==> config.mk <==
export PLATFORM = sky130hd
export DESIGN_NAME = fu_dispatch
export DESIGN_NICKNAME = d
export VERILOG_FILES = /design/src/rtl/fu_dispatch.sv
export SDC_FILE = /design/constraint.sdc
export NUM_CORES = 1
export LEC_CHECK = 0
export CORE_MARGIN = 2
export CORE_UTILIZATION = 35
export DETAILED_ROUTE_END_ITERATION = 16
export SETUP_SLACK_MARGIN = 0.1
export SYNTH_ARGS = -nofsm -noshare
export SYNTH_HDL_FRONTEND = slang
export SYNTH_SLANG_ARGS = --single-unit
export TNS_END_PERCENT = 10
==> constraint.sdc <==
create_clock -name clock -period 3.45 [get_ports clock]
set_input_delay 0.345 -clock clock [delete_from_list [all_inputs] [get_ports clock]]
set_output_delay 0.345 -clock clock [all_outputs]
set_load 0.1 [all_outputs]
==> src/rtl/fu_dispatch.sv <==
// fu_dispatch: routes issued packets into three per-functional-unit lane FIFOs.
// Each lane is an independent circular queue whose head entry is presented to
// its functional unit. Packets sent to select 3 are dropped and flagged. A flush
// empties every lane at once. dispatch_total counts packets delivered to the FUs.
module fu_dispatch #(
    parameter int PKT_W      = 64,
    parameter int LANE_DEPTH = 2
) (
    input  logic                                clock,
    input  logic                                reset,
    input  logic                                in_valid,
    input  logic [1:0]                          in_fu_sel,
    input  logic [PKT_W-1:0]                    in_pkt,
    output logic                                in_ready,
    input  logic                                flush,
    output logic [2:0]                          fu_valid,
    output logic [2:0][PKT_W-1:0]               fu_pkt,
    input  logic [2:0]                          fu_ready,
    output logic                                err_illegal,
    output logic [2:0][$clog2(LANE_DEPTH):0]    lane_count,
    output logic [15:0]                         dispatch_total
);

    localparam int PTR_W = $clog2(LANE_DEPTH);
    localparam int CNT_W = PTR_W + 1;

    logic [2:0]  lane_full;
    logic [2:0]  lane_enq;
    logic [2:0]  lane_deq;
    logic        sel_full;
    logic        accept;
    logic        err_illegal_reg;
    logic        err_illegal_next;
    logic [15:0] dispatch_total_reg;
    logic [15:0] dispatch_total_next;

    // Fullness of the lane addressed by the incoming select; select 3 never blocks.
    always_comb begin
        sel_full = 1'b0;
        case (in_fu_sel)
            2'd0:    sel_full = lane_full[0];
            2'd1:    sel_full = lane_full[1];
            2'd2:    sel_full = lane_full[2];
            default: sel_full = 1'b0;
        endcase
    end

    // Ready depends only on lane state and the select, never on downstream ready.
    // It is held low during reset and flush so nothing is accepted then.
    assign in_ready = !reset && !flush && !sel_full;
    assign accept   = in_valid && in_ready;

    genvar gi;
    generate
        for (gi = 0; gi < 3; gi++) begin : g_lane
            logic [PKT_W-1:0] mem_reg [LANE_DEPTH];
            logic [PTR_W-1:0] head_reg;
            logic [PTR_W-1:0] tail_reg;
            logic [CNT_W-1:0] count_reg;
            logic [CNT_W-1:0] count_next;

            assign lane_full[gi]  = (count_reg == CNT_W'(LANE_DEPTH));
            assign lane_enq[gi]   = accept && (in_fu_sel == 2'(gi));
            assign fu_valid[gi]   = (count_reg != '0);
            assign lane_deq[gi]   = fu_valid[gi] && fu_ready[gi];
            assign fu_pkt[gi]     = mem_reg[head_reg];
            assign lane_count[gi] = count_reg;

            // Occupancy: a simultaneous enqueue and dequeue leaves the count unchanged.
            always_comb begin
                count_next = count_reg;
                case ({lane_enq[gi], lane_deq[gi]})
                    2'b10:   count_next = count_reg + CNT_W'(1);
                    2'b01:   count_next = count_reg - CNT_W'(1);
                    default: count_next = count_reg;
                endcase
            end

            // Pointer and count registers; flush rewinds the lane to empty.
            always_ff @(posedge clock) begin
                if (reset || flush) begin
                    head_reg  <= '0;
                    tail_reg  <= '0;
                    count_reg <= '0;
                end else begin
                    if (lane_enq[gi]) begin
                        tail_reg <= tail_reg + PTR_W'(1);
                    end
                    if (lane_deq[gi]) begin
                        head_reg <= head_reg + PTR_W'(1);
                    end
                    count_reg <= count_next;
                end
            end

            // Lane storage: cleared on reset so the head reads zero afterwards;
            // flush only rewinds pointers and leaves stale data unread.
            always_ff @(posedge clock) begin
                if (reset) begin
                    for (int k = 0; k < LANE_DEPTH; k++) begin
                        mem_reg[k] <= '0;
                    end
                end else if (lane_enq[gi]) begin
                    mem_reg[tail_reg] <= in_pkt;
                end
            end
        end
    endgenerate

    // Next-state for the illegal-select pulse and the delivery counter.
    // Dequeues in a flush cycle still count since the FU has taken the packet.
    always_comb begin
        err_illegal_next    = accept && (in_fu_sel == 2'd3) && !flush;
        dispatch_total_next = dispatch_total_reg
                            + 16'(lane_deq[0])
                            + 16'(lane_deq[1])
                            + 16'(lane_deq[2]);
    end

    // Status registers.
    always_ff @(posedge clock) begin
        if (reset) begin
            err_illegal_reg    <= 1'b0;
            dispatch_total_reg <= '0;
        end else begin
            err_illegal_reg    <= err_illegal_next;
            dispatch_total_reg <= dispatch_total_next;
        end
    end

    assign err_illegal    = err_illegal_reg;
    assign dispatch_total = dispatch_total_reg;

endmodule

# [After elaboration in Yosys (flattened, before gate mapping)]
# Memory sizes are Yosys's and may differ from the RTL's. A register that Yosys moved wholly into a read port is not among the register bits.
# Index checks and enable logic that the tools add are counted.
[op_classes] addsub=15 n_eq_ne=12 mux=30 n_reduce_logical=25
[ops] cell="64-bit two-way mux" count=3
[ops] cell="64-bit OR reduction" count=3
[ops] cell="16-bit by 1-bit adder with 16-bit output" count=3
[ops] cell="1-bit two-way mux" count=23
[ops] cell="2-bit equality test (second input constant)" count=8
[ops] cell="2-bit case mux with 2 select lines" count=3
[ops] cell="2-bit nonzero test" count=6
[ops] cell="1-bit logical AND" count=11
[ops] cell="2-bit by 1-bit equality test with 1-bit output (second input constant)" count=4
[ops] cell="1-bit adder (second input constant)" count=6
[ops] cell="2-bit by 1-bit adder with 2-bit output (second input constant)" count=3
[ops] cell="2-bit by 1-bit subtractor with 2-bit output (second input constant)" count=3
[ops] cell="1-bit logical NOT" count=3
[ops] cell="1-bit case mux with 3 select lines" count=1
[ops] cell="2-bit logical NOT" count=1
[ops] cell="1-bit logical OR" count=1
[totals] reg_bits=29 mem_bits_rw=384 input_bits=73 out_inout_bits=219 word_cells=96 mem_count=3
[memory_table] name="g_lane[0].mem_reg" depth=2 word_bits=64 rd=1 rd_ports_with_merged_regs=1 write_ports=2 line_no="56" text="logic [PKT_W-1:0] mem_reg [LANE_DEPTH];"
[memory_table] name="g_lane[1].mem_reg" depth=2 word_bits=64 rd=1 rd_ports_with_merged_regs=1 write_ports=2 line_no="56"
[memory_table] name="g_lane[2].mem_reg" depth=2 word_bits=64 rd=1 rd_ports_with_merged_regs=1 write_ports=2 line_no="56"

# [Depth between registers and ports, before layout]
# Gate-level depths: netlist (run 1).
[depth] ltp_word=11 depth_mapped=12 mapped_depth_nobuf=10

# [Least setup slack after synthesis (run 1)]
# OpenSTA, ideal clock, no wires.
[synth_path] path_kind="flip-flop to flip-flop" from="reg g_lane[0].count_reg[0]" to="mem g_lane[0].mem_reg[0][0] (enable)" setup_time_ps=421 arrival_ps=3384 required_time_ps=3029 setup_slack_ps=-354 path_stages_with_launch=7 n_path_buf=2 period_less_slack_ps=3804 cell_sequence="dfxtp_1 -> and2b_1 -> o21ba_4 -> a21oi_4 -> buf_6 -> buf_4 -> a21o_1"
[synth_rtl] element="start, declared" line_no="59" text="logic [CNT_W-1:0] count_reg;"
[synth_rtl] element="start signal, assigned" line_no="92" text="count_reg <= count_next;"
[synth_rtl] element="end, declared" line_no="56"

==> impl_metrics.csv, run 1 <==
group,metric,value,unit
floorplanning,coreArea,51500,um^2
detailed_routing,vias,11500,
synthesis,async_flop_share,0,%
clock_network,post_cts_buffers,0,
detailed_routing,avgViaCountPerCell,5.19,
synthesis,synth.distinct_cells,43,
synthesis,synth_most_common_cell,"edfxtp_1",
detailed_routing,dr.pass1.iters,5,
global_routing,grt_max_degree,204,
timing,holdWs,509,ps
worst_setup_path,crit_path_end,"fu_pkt[34]",
timing,slew_headroom,32.2,%
run_status,status,"finished clean",
placement,post-dp-hpwl,29900,um
placement,io_buffers,291,
clock_network,cts_resized,0,
timing,tightestPinTransition,1010,ps
synthesis,post_synth_inst_count,1245,
worst_setup_path,crit_top_cell,"buf_4",
timing,hold_violations,0,
timing,fin_worst_skew,14.4,ps
worst_setup_path,cp.required,3110,ps
detailed_routing,drt-initial-drc-count,876,
pwr,finalPower,0.0116,W
clock_network,clockBufferDepth,3,
worst_setup_path,crit_family,"flip-flops",
global_routing,antenna_found_initial,2,
synthesis,synth_top_cells_by_count,"edfxtp_1, and3_1, mux2_2",
floorplanning,die-area,54100,um^2
global_routing,grt-ovfl-total,0,
worst_setup_path,r2r_slack,650,ps
final_layout,largest_register_ffs,384,
worst_setup_path,rr_worst_depth,9,
global_routing,grt_pass1_vias,11600,
synthesis,synth_area_leaders,"edfxtp_1, mux2_2, and3_1",
detailed_routing,drtAntennaViolNets,0,
pwr,pwr_density_cell,505,nW/um^2
clock_network,hold_buffers,0,
final_layout,drive_above_1_share,36.7,%
floorplanning,num_rows,83,
synthesis,synth_fp_nets,1329,
floorplanning,num_io_pins,292,
detailed_routing,avgRoutedWirePerCell,22.5,um
synthesis,synth-edff-count,384,
floorplanning,die_w,233,um
worst_setup_path,path_depth,3,
floorplanning,initial_core_util,35.5,%
worst_setup_path,end_kind,"output port",
timing,rsz0062_at_grt,"no",
synthesis,syn_area,18300,um^2
synthesis,synth_seq_cells,416,
worst_setup_path,worst_setup_path_start_kind,"flip-flop",
pwr,p_leak,10.1,nW
synthesis,ys.flop_type,"edfxtp_1",
placement,gp_congestion,0.752,
worst_setup_path,r2r-start,"g_lane[2].count_reg[0]",
timing,fin_crit,2800,ps
synthesis,yosysTopAreaCell,"edfxtp_1",
timing,finalSetupViolations,0,
worst_setup_path,crit_slowest_cell,"dfxtp_4",
timing,maxClockFrequency,357,MHz
global_routing,gr-usage-all-layers,18.3,%
clock_network,numClockSinks,416,
clock_network,numCtsBuffers,46,
worst_setup_path,crit_chain,"buf_4, mux2_2, buf_4",
timing,period_share,81.3,%
clock_network,clkTransAtPathRegs,60,ps
detailed_routing,drc_errors,0,
run,maxCapViolCount,0,
clock_network,cts_tree,"done",
synthesis,synth_top_area_share,63.0,%
worst_setup_path,path_buf_inv,2,
worst_setup_path,worstPathArrival,2460,ps
clock_network,htreeDepth,2,
pwr,ir_worst_vdd,0.333,mV
synthesis,syn_avg_cell_area,14.7,um^2
global_routing,grt_pass1_wl,74200,um
synthesis,yosysWarnings,0,
clock_network,insertion_delay,560,ps
clock_network,root_buffer,"clkbuf_16",
synthesis,yosysSeqAreaShare,66.5,%
floorplanning,die_h,233,um
worst_setup_path,crit_fanout,44,
worst_setup_path,crit_type,"flip-flop to output port",
worst_setup_path,slowest_delay,860,ps
final_layout,layoutNonFillerInstCount,2219,
timing,drv_slew,0,
detailed_routing,routed_wl,50000,um
final_layout,syn_to_final_growth,25.9,%
worst_setup_path,timing.rr.end,"dispatch_total[8]",
final_layout,final_net_count,1591,
hold_path,holdCritPathClass,"flip-flop to flip-flop",
placement,place_inst,2139,
final_layout,diodes,0,
## report_power, final
group / internal [W] / total, W / switching [W]
combinational: 0.000316 / 0.00133 / 0.00101
sequential: 0.00565 / 0.00569 / 0.0000384
clock: 0.00270 / 0.00462 / 0.00192
## worst min path at each step
| stage | start | endpoint | depth (start not counted) |
|---|---|---|---|
| finish | dispatch_total[13] | dispatch_total[13] | 2 |
| detailed placement | dispatch_total[13] | dispatch_total[13] | 2 |
| global placement | dispatch_total[13] | dispatch_total[13] | 2 |
| floorplan | g_lane[2].head_reg | flip-flop | 2 |
| global route | in_valid | err_illegal | 2 |
| CTS | in_valid | err_illegal | 2 |
## placed cells by master (no fill, tap or decap), drive strengths merged, types with 3 or more instances in the layout
cell type and instances:
nand3 4, nor2b 6, a21o 7, a21oi 9, buf 227, nor2 22
nand2 8, nor3 3, a22o 3, inv 3, or2 4, dfxtp 32
xor2 8, clkdlybuf4s50 97, bufinv 3, nand4 5, xnor2 11, and2 10
clkinv 19, o21ai 5, mux2 192, o211ai 4, and3 385, or3 4
clkbuf 57, edfxtp 384, ha 9
## routing by layer
metal	wire length [um]	GRT usage (%)	vias up
li1	-	-	5257
met5	13	0	-
met2	23700	29.8	333
met1	22200	25.1	5855
met4	949	4.46	2
met3	3140	3.70	65
## per-stage QoR
stage               setup TNS (ps)  instance area, um^2  utilization [%]  worst slack (ps)
floorplan                  -113900                18300                -              -354
global placement                 0                21600             42.0               393
detailed placement               0                21600             42.0               309
CTS                              0                23000             44.7               559
global route                     0                23000             44.7               516
finish                           0                23000             44.7               645
## cell families after synthesis
group                      count (synthesis)  synth area share [%]
and+or+nand+nor                          461                  15.8
DFF                                      416                  66.5
muxes                                    192                  11.8
buffers and inverters                    112                  2.71
AOI/OAI and AO/OA                         34                  1.38
xor gates and xnor gates                  19                 0.910
adders and majority gates                 11                 0.834
## area by class of cell
class	instances	area (um^2)
Tap cell	680	851
Clock inverter	23	179
Timing Repair Buffer	324	2900
Multi-Input combinational cell	717	5700
Sequential cell	416	12200
Fill cell	4693	28500
Clock buffer	57	1210
Inverter	2	7.51
## tightest hold or removal path, stage by stage (launching register included)
cell and delay [ps]:
dfxtp_1 330, o31ai_1 70, a21oi_1 60
(Power assumes the default switching activity.)
==> run 2, diff against run 1 <==
==> constraint.sdc (replaced) <==
create_clock -name clock -period 2.9 [get_ports clock]
set_input_delay 0.29 -clock clock [delete_from_list [all_inputs] [get_ports clock]]
set_output_delay 0.29 -clock clock [all_outputs]
set_load 0.1 [all_outputs]
==> run 2 against run 1 <==
  * Sequential share of layout area shrank 0.68 points
  * Register-to-register slack worse by 340 ps
  * Clock-buffer cell count stayed put
  * Clock skew is 1.2 ps lower
  * Die area did not move
  * Largest power group unchanged
  * Highest routed layer is now met4
  * Combinational power rose by 22%
  * Final cell count up 1.5%
  * Utilization rose by 0.61 points
  * Global-route usage decreased by 0.44 points
  * Via count rose by 0.38%
  * Clock power is 21% higher
  * Worst hold slack worse by 3.7 ps
==> impl_metrics.csv, run 2 (synthesized netlist as in run 1, its figures left out) <==
group,metric,value,unit
detailed_routing,dr.pass1.iters,5,
pwr,power_frac_clock,40.0,%
final_layout,final_util,45.3,%
final_layout,syn_to_final_growth,27.6,%
detailed_routing,met2WireLength,23700,um
clock_network,htreeDepth,2,
placement,io_buffers,291,
worst_setup_path,crit_top_cell,"fa_1",
final_layout,layoutNonFillerInstCount,2252,
detailed_routing,vias,11600,
floorplanning,coreArea,51500,um^2
final_layout,drive_above_1_share,39.8,%
worst_setup_path,r2r_slack,300,ps
clock_network,cts_resized,0,
detailed_routing,avgViaCountPerCell,5.13,
worst_setup_path,worstPathArrival,3050,ps
placement,post-dp-hpwl,32100,um
timing,hold_violations,0,
worst_setup_path,crit_type,"flip-flop to flip-flop",
pwr,combPwrFrac,11.6,%
placement,place_inst,2164,
timing,tightestPinTransition,800,ps
timing,maxClockFrequency,385,MHz
detailed_routing,wl_met1,21800,um
timing,drv_slew,0,
floorplanning,die_h,233,um
floorplanning,num_io_pins,292,
detailed_routing,top_layer,"met4",
pwr,p_int,0.0103,W
worst_setup_path,crit_fanout,4,
pwr,p_leak,10.3,nW
timing,fin_crit,2600,ps
clock_network,numClockSinks,416,
clock_network,root_buffer,"clkbuf_16",
worst_setup_path,slowest_delay,440,ps
pwr,p_sw,0.00364,W
global_routing,grt-ovfl-total,0,
run_status,status,"finished clean",
worst_setup_path,crit_slowest_cell,"fa_1",
timing,fin_tns_setup,0,ps
timing,rsz0062_at_grt,"no",
worst_setup_path,end_kind,"flip-flop",
pwr,pwr_density_cell,599,nW/um^2
pwr,pwr-share-seq,48.4,%
detailed_routing,routed_wl,49400,um
global_routing,grt_max_degree,139,
clock_network,post_cts_buffers,0,
timing,period_share,89.6,%
clock_network,numCtsBuffers,47,
clock_network,insertion_delay,570,ps
worst_setup_path,cp.required,3360,ps
timing,fin_worst_skew,13.2,ps
global_routing,grt_pass1_vias,11400,
clock_network,clkTransAtPathRegs,60,ps
floorplanning,num_rows,83,
timing,slew_headroom,46.7,%
floorplanning,initial_core_util,35.5,%
worst_setup_path,rr_worst_depth,9,
final_layout,diodes,0,
detailed_routing,drt-initial-drc-count,1007,
clock_network,clockBufferDepth,3,
run,maxCapViolCount,0,
hold_path,whs_path_depth,2,
hold_path,holdCritPathClass,"primary input to flip-flop",
clock_network,hold_buffers,0,
final_layout,final_net_count,1617,
detailed_routing,drc_errors,0,
placement,gp_congestion,0.743,
detailed_routing,avgRoutedWirePerCell,21.9,um
timing,finalSetupViolations,0,
floorplanning,die-area,54100,um^2
pwr,finalPower,0.0140,W
global_routing,antenna_found_initial,0,
final_layout,final_common_cell,"edfxtp_1",
pwr,ir_worst_vdd,0.335,mV
final_layout,mostFrequentLayoutCells,"edfxtp_1, and3_1, buf_4",
detailed_routing,wl_met3,3080,um
worst_setup_path,worst_setup_path_start_kind,"flip-flop",
final_layout,fillers,4651,
floorplanning,die_w,233,um
pwr,sw_frac_of_total,26.1,%
global_routing,grt_pass1_wl,72800,um
worst_setup_path,crit_chain,"or2_2, and2_1, fa_1, ha_1, fa_1, and4_1, nand3_1, xor2_1, nor2_1",
detailed_routing,drtAntennaViolNets,0,
global_routing,gr-usage-all-layers,17.9,%
clock_network,cts_tree,"done",
final_layout,largest_register_ffs,384,
run 2: changes by cell type in the layout (fill, tap and decap cells not counted), moves of 2 or more:
cell             previous run  this run
buf_12                     18        28
buf_4                     209       249
clkdlybuf4s50_1            97        72
clkinv_1                   12        17
clkinvlp_4                  0         2
dfxtp_1                    29        24
dfxtp_2                     0         5
run 2: final timing paths:
check / startpoint / endpoint
worst max register to register: g_lane[2].count_reg[1] / dispatch_total[10]
worst min register to register: dispatch_total[14] / dispatch_total[14]
worst max-delay path: g_lane[2].count_reg[1] / dispatch_total[10]
worst min-delay path: in_valid / err_illegal
run 2: power groups by stage:
stage / logic [W] / registers (W) / clock network, W
finish: 0.00162 / 0.00677 / 0.00559
global route: 0.00168 / 0.00679 / 0.00591
CTS: 0.00163 / 0.00677 / 0.00570
floorplan: 0.00106 / 0.00689 / 0
detailed placement: 0.00163 / 0.00690 / 0
global placement: 0.00163 / 0.00689 / 0
run 2: metal layers:
layer,vias up,track usage [%]
met5,-,0
met4,0,3.70
li1,5317,-
met2,329,29.1
met3,57,3.36
met1,5853,24.8
run 2: worst max-delay path, delay by kind of cell (launching register included):
family	cells	cell delay, ps
and+or+nand+nor	5	960
adders and majority gates	3	1050
DFF	1	310
xor gates and xnor gates	1	160
run 2: stage by stage:
| step | setup WS (ps) | hold WS, ps | cell area, um^2 |
|---|---|---|---|
| 6_report | 302 | 506 | 23300 |
| 5_1_grt | 135 | 465 | 23300 |
| 4_1_cts | 274 | 437 | 23300 |
| 3_5_place_dp | 61.8 | 505 | 21900 |
| 3_3_place_gp | 148 | 492 | 21900 |
| 2_1_floorplan | -327 | 443 | 18400 |
run 2: layout make-up:
class                   count  area, um^2  area share [%]
flip-flops and latches    416       12200            52.2
multi-input cells         717        5710            24.4
repair buffers            349        3150            13.5
clock buffers              57        1230            5.29
well taps                 680         851            3.64
clock inverters            31         208           0.890
inverters                   2        7.51          0.0322
==> run 3, diff against run 2 <==
--- a/config.mk
+++ b/config.mk
@@ -5,7 +5,6 @@
 export SDC_FILE = /design/constraint.sdc
 export NUM_CORES = 1
 export LEC_CHECK = 0
-export CORE_MARGIN = 2
 export CORE_UTILIZATION = 35
 export DETAILED_ROUTE_END_ITERATION = 16
 export SETUP_SLACK_MARGIN = 0.1
==> run 3 against run 2 <==
  * Critical path depth unchanged
  * Critical endpoint is now dispatch_total[8]
  * Via count down 0.74%
  * Largest cell class unchanged
  * Clock power is 3% lower
==> impl_metrics.csv, run 3 (synthesized netlist as in run 1, its figures left out) <==
group,metric,value,unit
run_status,status,"finished clean",
clock_network,clockBufferDepth,3,
clock_network,cts_tree,"done",
final_layout,mostFrequentLayoutCells,"edfxtp_1, and3_1, buf_4",
timing,fin_tns_setup,0,ps
worst_setup_path,crit_fanout,4,
detailed_routing,dr.pass1.iters,4,
clock_network,insertion_delay,570,ps
floorplanning,die-area,53200,um^2
pwr,pwr_density_cell,596,nW/um^2
detailed_routing,avgViaCountPerCell,5.13,
clock_network,post_cts_buffers,0,
timing,hold_violations,0,
floorplanning,initial_core_util,35.5,%
detailed_routing,avgRoutedWirePerCell,21.5,um
clock_network,cts_resized,0,
run,maxCapViolCount,0,
final_layout,largest_register_ffs,384,
timing,slew_headroom,45.9,%
timing,fin_crit,2660,ps
final_layout,final_common_cell,"edfxtp_1",
timing,finalSetupViolations,0,
final_layout,syn_to_final_growth,26.6,%
clock_network,root_buffer,"clkbuf_16",
worst_setup_path,crit_family,"adder cells",
worst_setup_path,worst_setup_path_start_kind,"flip-flop",
hold_path,holdCritPathClass,"primary input to flip-flop",
worst_setup_path,crit_slowest_cell,"fa_1",
detailed_routing,drt-initial-drc-count,901,
detailed_routing,vias,11500,
global_routing,grt_pass1_wl,70900,um
floorplanning,coreArea,51500,um^2
timing,drv_slew,0,
floorplanning,num_io_pins,292,
worst_setup_path,crit_chain,"or2_2, and2_1, fa_1, ha_1, fa_1, and4_1, nand4_1, xor2_1, nor2_1",
worst_setup_path,slowest_delay,450,ps
clock_network,numCtsBuffers,45,
clock_network,hold_buffers,0,
global_routing,grt_pass1_vias,11300,
pwr,p_leak,10.2,nW
worst_setup_path,cp.required,3350,ps
worst_setup_path,crit_type,"flip-flop to flip-flop",
global_routing,gr-usage-all-layers,17.7,%
worst_setup_path,end_kind,"flip-flop",
floorplanning,die_h,231,um
detailed_routing,drtAntennaViolNets,0,
placement,io_buffers,291,
global_routing,grt_max_degree,163,
worst_setup_path,worstPathArrival,3110,ps
final_layout,final_net_count,1605,
final_layout,diodes,0,
detailed_routing,drc_errors,0,
worst_setup_path,crit_top_cell,"fa_1",
floorplanning,num_rows,83,
pwr,ir_worst_vdd,0.338,mV
final_layout,drive_above_1_share,39.5,%
floorplanning,die_w,231,um
timing,period_share,91.6,%
detailed_routing,routed_wl,48000,um
timing,fin_worst_skew,15.2,ps
clock_network,numClockSinks,416,
placement,gp_congestion,0.742,
timing,maxClockFrequency,376,MHz
placement,post-dp-hpwl,30400,um
clock_network,htreeDepth,2,
worst_setup_path,path_buf_inv,0,
clock_network,clkTransAtPathRegs,60,ps
global_routing,grt-ovfl-total,0,
pwr,finalPower,0.0138,W
timing,tightestPinTransition,811,ps
timing,rsz0062_at_grt,"no",
global_routing,antenna_found_initial,1,
-- run 3: changes by cell type in the layout (fill, tap and decap cells not counted), moves of 3 or more --
cell	change
buf_12	-5
buf_4	-5
clkbuf_1	+4
clkbuf_8	+3
clkinv_1	-9
-- run 3: layer usage --
metal / wire, um / up-vias / global-route usage, %
met5: 13 / - / 0
met3: 2950 / 63 / 3.98
met1: 21500 / 5786 / 24.3
met2: 22600 / 326 / 28.1
met4: 968 / 2 / 4.74
li1: - / 5294 / -
-- run 3: worst paths after layout --
| path | startpoint | endpoint | slack (ps) | cells past startpoint |
|---|---|---|---|---|
| hold / removal | in_valid | err_illegal | 480 | 2 |
| setup / recovery | g_lane[2].count_reg[1] | dispatch_total[8] | 240 | 9 |
| setup reg to reg | g_lane[2].count_reg[1] | dispatch_total[8] | 240 | 9 |
| hold reg to reg | g_lane[2].head_reg | g_lane[2].head_reg | 520 | 2 |
-- run 3: per-stage QoR --
step / utilization [%] / cells / setup WS [ps] / hold slack (ps) / area (um^2)
6_report: 45.0 / 2237 / 242 / 484 / 23200
5_1_grt: 45.0 / 2237 / 138 / 477 / 23200
4_1_cts: 45.0 / 2237 / 245 / 443 / 23200
3_5_place_dp: 42.3 / 2154 / 52.3 / 503 / 21800
3_3_place_gp: 42.3 / 2154 / 134 / 494 / 21800
2_1_floorplan: - / 1245 / -327 / 443 / 18400
-- run 3: power by group --
| part | internal, W | switching [W] | leakage, nW |
|---|---|---|---|
| combinational | 0.000389 | 0.00120 | 5.24 |
| sequential | 0.00672 | 0.0000431 | 4.29 |
| clock | 0.00313 | 0.00232 | 0.683 |
| total | 0.0102 | 0.00356 | 10.2 |
-- run 3: final cells by class --
type                    instances  area, um^2
fillers                      4653       28400
flip-flops and latches        416       12200
multi-input cells             717        5710
repair buffers                339        3010
clock buffers                  63        1270
well taps                     680         851
clock inverters                20         125
inverters                       2        7.51
